==> src/rtl/mem_port_arbiter_pkg.sv <==
// Shared types for the ibus/dbus memory port arbiter.
// The request record is sized for the widest supported port (64-bit address
// and data); narrower instances zero-extend into it and slice back out.
package mem_port_arbiter_pkg;

    localparam int ARB_ADDR_W = 64;
    localparam int ARB_DATA_W = 64;
    localparam int ARB_STRB_W = ARB_DATA_W / 8;

    // msize encoding: 0=1B, 1=2B, 2=4B, 3=8B; instruction fetches are 4 bytes
    localparam logic [2:0] MSIZE4 = 3'd2;

    typedef enum logic [1:0] {
        OWN_NONE,
        OWN_I,
        OWN_D
    } owner_t;

    typedef enum logic [1:0] {
        ARB_IDLE,
        ARB_REQ,
        ARB_DATA
    } arb_state_t;

    typedef struct packed {
        logic [ARB_ADDR_W-1:0] addr;
        logic [2:0]            size;
        logic [ARB_STRB_W-1:0] strobe;
        logic [ARB_DATA_W-1:0] wdata;
    } arb_req_t;

endpackage

==> src/rtl/mem_port_arbiter.sv <==
// Shares one downstream memory port between the instruction bus and the
// data bus, one outstanding transaction at a time.
// Default priority is dbus over ibus (the memory-stage access is older than
// the fetch). Define MEM_PORT_ARB_RR_EN to break ties round-robin instead.
// Response pulses and read data are combinational from m_addr_ok/m_data_ok so
// they land in the same cycle the downstream side reports them; every output
// is forced to zero while reset is high.
module mem_port_arbiter
    import mem_port_arbiter_pkg::*;
#(
    parameter int ADDR_W = ARB_ADDR_W,
    parameter int DATA_W = ARB_DATA_W,
    localparam int STRB_W = DATA_W / 8
) (
    input  logic              clk,
    input  logic              reset,
    // instruction bus
    input  logic              i_valid,
    input  logic [ADDR_W-1:0] i_addr,
    output logic              i_addr_ok,
    output logic              i_data_ok,
    output logic [DATA_W-1:0] i_rdata,
    // data bus
    input  logic              d_valid,
    input  logic [ADDR_W-1:0] d_addr,
    input  logic [2:0]        d_size,
    input  logic [STRB_W-1:0] d_strobe,
    input  logic [DATA_W-1:0] d_wdata,
    output logic              d_addr_ok,
    output logic              d_data_ok,
    output logic [DATA_W-1:0] d_rdata,
    // downstream port
    output logic              m_valid,
    output logic              m_is_write,
    output logic [ADDR_W-1:0] m_addr,
    output logic [2:0]        m_size,
    output logic [STRB_W-1:0] m_strobe,
    output logic [DATA_W-1:0] m_wdata,
    input  logic              m_addr_ok,
    input  logic              m_data_ok,
    input  logic [DATA_W-1:0] m_rdata
);

    arb_state_t r_state;
    owner_t     r_owner;
    arb_req_t   r_req;

    owner_t     w_grant;
    arb_req_t   w_sel_req;
    logic       w_live;
    logic       w_in_req;
    logic       w_addr_acc;
    logic       w_done;
    logic       w_own_i;
    logic       w_own_d;

`ifdef MEM_PORT_ARB_RR_EN
    logic       r_last_is_d;    // 0 = ibus finished last (reset value)
`endif

    // Priority select among the two requesters; only consulted in IDLE
    always_comb begin
        w_grant = OWN_NONE;
        if (d_valid && i_valid) begin
`ifdef MEM_PORT_ARB_RR_EN
            w_grant = r_last_is_d ? OWN_I : OWN_D;
`else
            w_grant = OWN_D;
`endif
        end else if (d_valid) begin
            w_grant = OWN_D;
        end else if (i_valid) begin
            w_grant = OWN_I;
        end
    end

    // Build the request record for the winner; ibus is always a 4-byte read
    always_comb begin
        w_sel_req = '0;
        if (w_grant == OWN_D) begin
            w_sel_req.addr   = ARB_ADDR_W'(d_addr);
            w_sel_req.size   = d_size;
            w_sel_req.strobe = ARB_STRB_W'(d_strobe);
            w_sel_req.wdata  = ARB_DATA_W'(d_wdata);
        end else if (w_grant == OWN_I) begin
            w_sel_req.addr   = ARB_ADDR_W'(i_addr);
            w_sel_req.size   = MSIZE4;
        end
    end

    assign w_live     = ~reset;
    assign w_in_req   = (r_state == ARB_REQ);
    assign w_addr_acc = w_in_req & m_addr_ok;
    assign w_done     = (w_addr_acc & m_data_ok) | ((r_state == ARB_DATA) & m_data_ok);
    assign w_own_i    = (r_owner == OWN_I);
    assign w_own_d    = (r_owner == OWN_D);

    // Transaction sequencer: grant/latch, wait address accept, wait data
    always_ff @(posedge clk) begin
        if (reset) begin
            r_state <= ARB_IDLE;
            r_owner <= OWN_NONE;
            r_req   <= '0;
        end else begin
            case (r_state)
                ARB_IDLE: begin
                    if (w_grant != OWN_NONE) begin
                        r_req   <= w_sel_req;
                        r_owner <= w_grant;
                        r_state <= ARB_REQ;
                    end
                end
                ARB_REQ: begin
                    if (m_addr_ok) begin
                        if (m_data_ok) begin
                            r_owner <= OWN_NONE;
                            r_state <= ARB_IDLE;
                        end else begin
                            r_state <= ARB_DATA;
                        end
                    end
                end
                ARB_DATA: begin
                    if (m_data_ok) begin
                        r_owner <= OWN_NONE;
                        r_state <= ARB_IDLE;
                    end
                end
                default: begin
                    r_owner <= OWN_NONE;
                    r_state <= ARB_IDLE;
                end
            endcase
        end
    end

`ifdef MEM_PORT_ARB_RR_EN
    // Remember who finished last; abandoned (reset) transactions don't count
    always_ff @(posedge clk) begin
        if (reset) begin
            r_last_is_d <= 1'b0;
        end else if (w_done) begin
            r_last_is_d <= w_own_d;
        end
    end
`endif

    // Downstream request is only driven while waiting for address accept
    assign m_valid    = w_live & w_in_req;
    assign m_is_write = m_valid & (|r_req.strobe);
    assign m_addr     = m_valid ? r_req.addr[ADDR_W-1:0]   : '0;
    assign m_size     = m_valid ? r_req.size               : '0;
    assign m_strobe   = m_valid ? r_req.strobe[STRB_W-1:0] : '0;
    assign m_wdata    = m_valid ? r_req.wdata[DATA_W-1:0]  : '0;

    // Responses steered to the owner only; the other side stays quiet
    assign i_addr_ok  = w_live & w_addr_acc & w_own_i;
    assign i_data_ok  = w_live & w_done & w_own_i;
    assign i_rdata    = i_data_ok ? m_rdata : '0;
    assign d_addr_ok  = w_live & w_addr_acc & w_own_d;
    assign d_data_ok  = w_live & w_done & w_own_d;
    assign d_rdata    = d_data_ok ? m_rdata : '0;

endmodule

==> config.mk <==
export PLATFORM = sky130hd
export DESIGN_NAME = mem_port_arbiter
export DESIGN_NICKNAME = d
export VERILOG_FILES = /design/src/rtl/mem_port_arbiter_pkg.sv /design/src/rtl/mem_port_arbiter.sv
export SDC_FILE = /design/constraint.sdc
export NUM_CORES = 1
export LEC_CHECK = 0
export BUFFER_PORTS_ARGS = -buffer_cell sky130_fd_sc_hd__clkbuf_2
export CAP_MARGIN = 30
export CORE_AREA = 2 2 215 217
export DETAILED_ROUTE_END_ITERATION = 10
export DIE_AREA = 0 0 217 219
export SYNTH_ARGS = -nofsm -noshare
export SYNTH_HDL_FRONTEND = slang
export SYNTH_SLANG_ARGS = --single-unit
==> constraint.sdc <==
create_clock -name clk -period 3.5 [get_ports clk]
set_input_delay 0.7 -clock clk [delete_from_list [all_inputs] [get_ports clk]]
set_output_delay 0.7 -clock clk [all_outputs]
set_load 0.01 [all_outputs]
Word-level counts from Yosys, hierarchy flattened

Cells that the tools add are included.

Bits of input ports: 273
Logic and storage cells: 56
Output and inout port bits: 273
Flip-flop bits (word level): 143

Reductions and logical operators: 7
Multiplexer cells: 21
Bitwise logic cells: 13
Equality and inequality tests: 9

Operator list:

| operator                                            | number |
|---|---|
| 2-to-1 mux 64 bit                                   | 4 |
| 2-to-1 mux 67 bit                                   | 2 |
| 2-to-1 mux 72 bit                                   | 1 |
| 2-to-1 mux 2 bit                                    | 9 |
| case mux 2 bit (3 select lines)                     | 2 |
| bitwise AND 1 bit                                   | 11 |
| 2-to-1 mux 8 bit                                    | 1 |
| OR reduction 8 bit                                  | 1 |
| equality test 2 x 1 -> 1 bit, second input constant | 3 |
| equality test 2 bit, second input constant          | 3 |
| inequality test 2 bit, second input constant        | 3 |
| AND reduction 2 bit                                 | 2 |
| 2-to-1 mux 3 bit                                    | 1 |
| AND reduction 3 bit                                 | 1 |
| logical NOT 2 bit                                   | 1 |
| nonzero test 2 bit                                  | 1 |
| logical AND 1 bit                                   | 1 |
| 2-to-1 mux 1 bit                                    | 1 |
| inverter 1 bit                                      | 1 |
| OR 1 bit                                            | 1 |

Longest topological paths before layout

Depth after elaboration: 7
Depth in mapped cells: 8
Mapped depth without buffers: 5

Worst setup path before layout

Ideal clock, no wire load.

Kind: input to output
From: input reset
To: output d_addr_ok
Path buffers: 4
Stages on the path: 7
Setup slack: 1.126 ns
Data required time: 2.800 ns
Arrival: 1.674 ns
Cells stage by stage: buf_2 nor2b_1 buf_2 buf_4 buf_2 nand2_1 nor2_1

Word-level cells in the longest chain between the ends: 3

Ends and longest elaborated chain:

| element                         | line                    | source |
|---|---|---|
| from (decl)                     | mem_port_arbiter.sv:16  | `input logic reset,` |
| inverter 1 bit                  | mem_port_arbiter.sv:91  | `assign w_live = ~reset;` |
| bitwise AND 1 bit (2 in series) | mem_port_arbiter.sv:160 | `assign d_addr_ok = w_live & w_addr_acc & w_own_d;` |
| to (decl)                       | mem_port_arbiter.sv:29  | `output logic d_addr_ok,` |

No other way between the ends.

Worst setup path after layout

From: register r_state[1]
To: output d_rdata[18]

Word-level cells in the longest chain between the ends: 7
Elaborated cells between the ends (all ways): 9
Those cells by class: 2 x eq/ne; 1 x mux; 6 x bitwise

Ends and longest elaborated chain:

| element                           | line                    | source |
|---|---|---|
| from (decl)                       | mem_port_arbiter.sv:44  | `arb_state_t r_state;` |
| from (signal assigned)            | mem_port_arbiter.sv:101 | `r_state <= ARB_IDLE;` |
| from (signal assigned)            | mem_port_arbiter.sv:110 | `r_state <= ARB_REQ;` |
| from (signal assigned)            | mem_port_arbiter.sv:117 | `r_state <= ARB_IDLE;` |
| equality test 2 x 1 -> 1 bit      | mem_port_arbiter.sv:92  | `assign w_in_req = (r_state == ARB_REQ);` |
| bitwise AND 1 bit                 | mem_port_arbiter.sv:93  | `assign w_addr_acc = w_in_req & m_addr_ok;` |
| bitwise AND 1 bit                 | mem_port_arbiter.sv:94  | `assign w_done = (w_addr_acc & m_data_ok) \| ((r_state == ARB_DATA) & m_data_ok);` |
| OR 1 bit *                        | mem_port_arbiter.sv:94  |  |
| bitwise AND 1 bit * (2 in series) | mem_port_arbiter.sv:161 | `assign d_data_ok = w_live & w_done & w_own_d;` |
| 2-to-1 mux 64 bit *               | mem_port_arbiter.sv:162 | `assign d_rdata = d_data_ok ? m_rdata : '0;` |
| to (decl)                         | mem_port_arbiter.sv:31  | `output logic [DATA_W-1:0] d_rdata,` |

Mark *: on every way between the ends. The rest lies on a longest branch, timed or not.

==> metrics.md <==
| Metric | Value |
|---|---|
| Critical R2R Capture | `r_req[111]` |
| RSZ-0062 raised after global routing | `false` |
| Crit-path slowest cell | `buf_4` |
| DP Wirelength | `26000 µm` |
| Setup slack on the worst flop-to-flop path | `1380 ps` |
| Synth Cell Area | `0.00719 mm²` |
| Period utilisation layout | `0.868` |
| Area grow syn2layout | `53.0%` |
| Gpl congestion | `0.957` |
| Initial Utilization | `0.159` |
| DRC Markers | `0` |
| Detailed Routing Iterations Pass 1 | `5` |
| Final layout net count | `1651` |
| Post-synth top area share | `0.398` |
| Grt total ovfl | `0` |
| Worst-path clk slew | `70 ps` |
| Post-CTS Resized | `0` |
| Initial antenna violation count | `8` |
| Sink Count | `143` |
| Post-synth EDFFs | `0` |
| Setup violations, final | `0` |
| Lkg Pwr | `0.00543 µW` |
| #FFs+latches synth | `143` |
| Critical Path Max Stage Delay | `about 440 ps` |
| Worst slew margin | `0.418` |
| PwrDens | `448 mW/mm²` |
| Launch point of the worst reg-to-reg path | `r_state[1]` |
| Hold WC Path Type | `in2reg` |
| Largest net degree at the start of global routing | `96` |
| Fin worst setup slack | `roughly 460 ps` |
| Worst slack, placed | `737 ps` |
| Vias | `8395` |
| Net count after synthesis | `1163` |
| Hold WS | `469 ps` |
| CTS H-tree depth | `4` |
| Yosys warnings | `0` |
| CP Max Fanout | `65` |
| Seq/Total Area, Yosys | `0.398` |
| Worst-path cell chain | `inv_1 > ha_1 > a21oi_1 > nor4b_4 > buf_4 > and2_1 > clkbuf_2` |
| Die width | `around 220 µm` |
| Skew-Pair Late Insertion Delay | `470 ps` |
| Die Y | `219 µm` |
| Skew final | `13.2 ps` |
| Final max-slew violation count | `0` |
| Vias per cell | `roughly 4.2` |
| Core area | `approximately 0.045 mm²` |
| Startpoint Class | `flip-flop` |
| Final wirelength | `about 34000 µm` |
| Rows | `just under 80` |
| TritonCTS Buffers | `17` |
| Syn avg cell area | `8.11 µm²` |
| ANT nets after route | `0` |
| Main synth FF type | `dfxtp_1` |
| CP Capture Type | `output port` |
| Arr. time, crit path | `2340 ps` |
| Hold EP | `r_req[53]` |
| Max-Cap Viols | `0` |
| Ys async rst share | `0` |
| GRT Util Overall | `0.137` |
| R2R cell count | `7` |
| Mean routed wirelength per cell | `between 15 and 20 µm` |
| WP data required | `2800 ps` |
| Crit path kind | `reg2out` |
| Most frequent cell after synthesis | `and2_1` |
| Mapped Cells | `887` |
| Fraction of layout cells with a size suffix above 1 | `0.435` |
| Setup TNS | `0 ps` |
| Initial drt markers | `398` |
| CTS Hold Bufs | `0` |
| CTS tree | `built` |
| # port buffers | `545` |
| Outcome | `finished, final reports clean` |
| Worst hold stages | `3` |
| I/O pin cnt | `546` |
| Fin crit period | `roughly 3000 ps` |
| Clock Tree Root | `clkbuf_16` |
| Synth top cells by count | `and2_1 (268), dfxtp_1 (143), nor2_1 (77)` |
| Final Hold Viols | `0` |
| Synth cell types | `31` |
| Fmax | `0.329 GHz` |
| First-pass GRT wire length | `about 48000 µm` |
| Die area | `0.0475 mm²` |
| Fill cell count | `between 4000 and 5000` |
| Synth top area cells | `dfxtp_1 (40%), and2_1 (23%), a22oi_1 (7.7%), o22ai_1 (5.6%), a21oi_1 (4.7%)` |
| Synth area leader | `dfxtp_1` |
| Vias in the first global route | `approximately 7700` |
| Worst IR drop on VDD | `~0.38 mV` |
| Tightest Pin Transition | `873 ps` |
| CTS max path bufs | `2` |
| HP Start | `d_wdata[53]` |
| Postcts setup bufs | `0` |
## logic make-up (layout without fill, tap and decap cells)
kind of cell	after synthesis	in the layout	share of synthesized area
simple gates	369	369	0.296
compound gates	276	276	0.232
flops	143	143	0.398
buf+inv	95	596	0.0677
fa+ha+maj	3	3	0.00522
mux	1	1	0.00139
other cells	0	4	0
## routing by layer
layer	track usage	part of all wire	vias to the layer above
met3	0.0405	0.069	64
met5	0	0.00091	-
met1	0.150	0.39	3904
met2	0.232	0.50	394
met4	0.0849	0.039	4
li1	-	-	4029
## sequential cells by signal (all words and copies together), names as in the netlist
register / flops
r_owner: 2
r_state: 2
r_req: 139
## worst max-delay path by stage
stage / startpoint / endpoint
global route: r_state[1] / i_rdata[43]
finish: r_state[1] / d_rdata[18]
floorplan: reset / d_addr_ok
CTS: r_state[1] / i_rdata[48]
detailed placement: m_addr_ok / i_rdata[48]
global placement: m_addr_ok / i_rdata[48]
## critical path: cells and delay by family, from the launching register on
family,cells,cell delay [ps]
AO/OA/AOI/OAI,1,170
adder cells (fa/ha/maj),1,210
buffers and inverters,3,680
flip-flops,1,330
AND/OR/NAND/NOR,2,470
## power by group
group          switching (µW)  internal, µW
registers                98.8          1840
clock network             842          1020
logic                     690           437
## metrics by stage
stage	utilization	cells	total power (µW)	instance area [µm²]
floorplan	-	887	2610	7190
global placement	0.230	1955	3070	10400
detailed placement	0.231	1956	3100	10400
CTS	0.244	1988	5040	11000
global route	0.244	1992	5230	11000
finish	0.244	1992	4930	11000
## cells in the final DEF, fill, tap and decap left out, drive strengths merged, types with 3 or more instances in the layout
| master | Yosys | final |
|---|---|---|
| ha | 3 | 3 |
| o31ai | 3 | 3 |
| a22oi | 74 | 74 |
| nand4 | 3 | 3 |
| nor2b | 4 | 4 |
| nor2 | 77 | 77 |
| dfxtp | 143 | 143 |
| nand2b | 5 | 5 |
| buf | 49 | 16 |
| a21oi | 67 | 67 |
| and2 | 268 | 268 |
| inv | 4 | 13 |
| clkbuf | 42 | 562 |
| diode | 0 | 4 |
| o21ai | 65 | 65 |
| nand2 | 4 | 4 |
| o22ai | 64 | 64 |
## final cells by class
type	instances	area, µm²	share of cell area
Multi-Input combinational cell	649	3880	0.353
Inverter	4	15.0	0.00136
Antenna cell	4	10.0	0.000910
Clock buffer	18	439	0.0399
Timing Repair Buffer	560	2890	0.263
Clock inverter	14	145	0.0132
Sequential cell	143	2860	0.260
Tap cell	600	751	0.0682
Power figures use the tool's default switching activity.
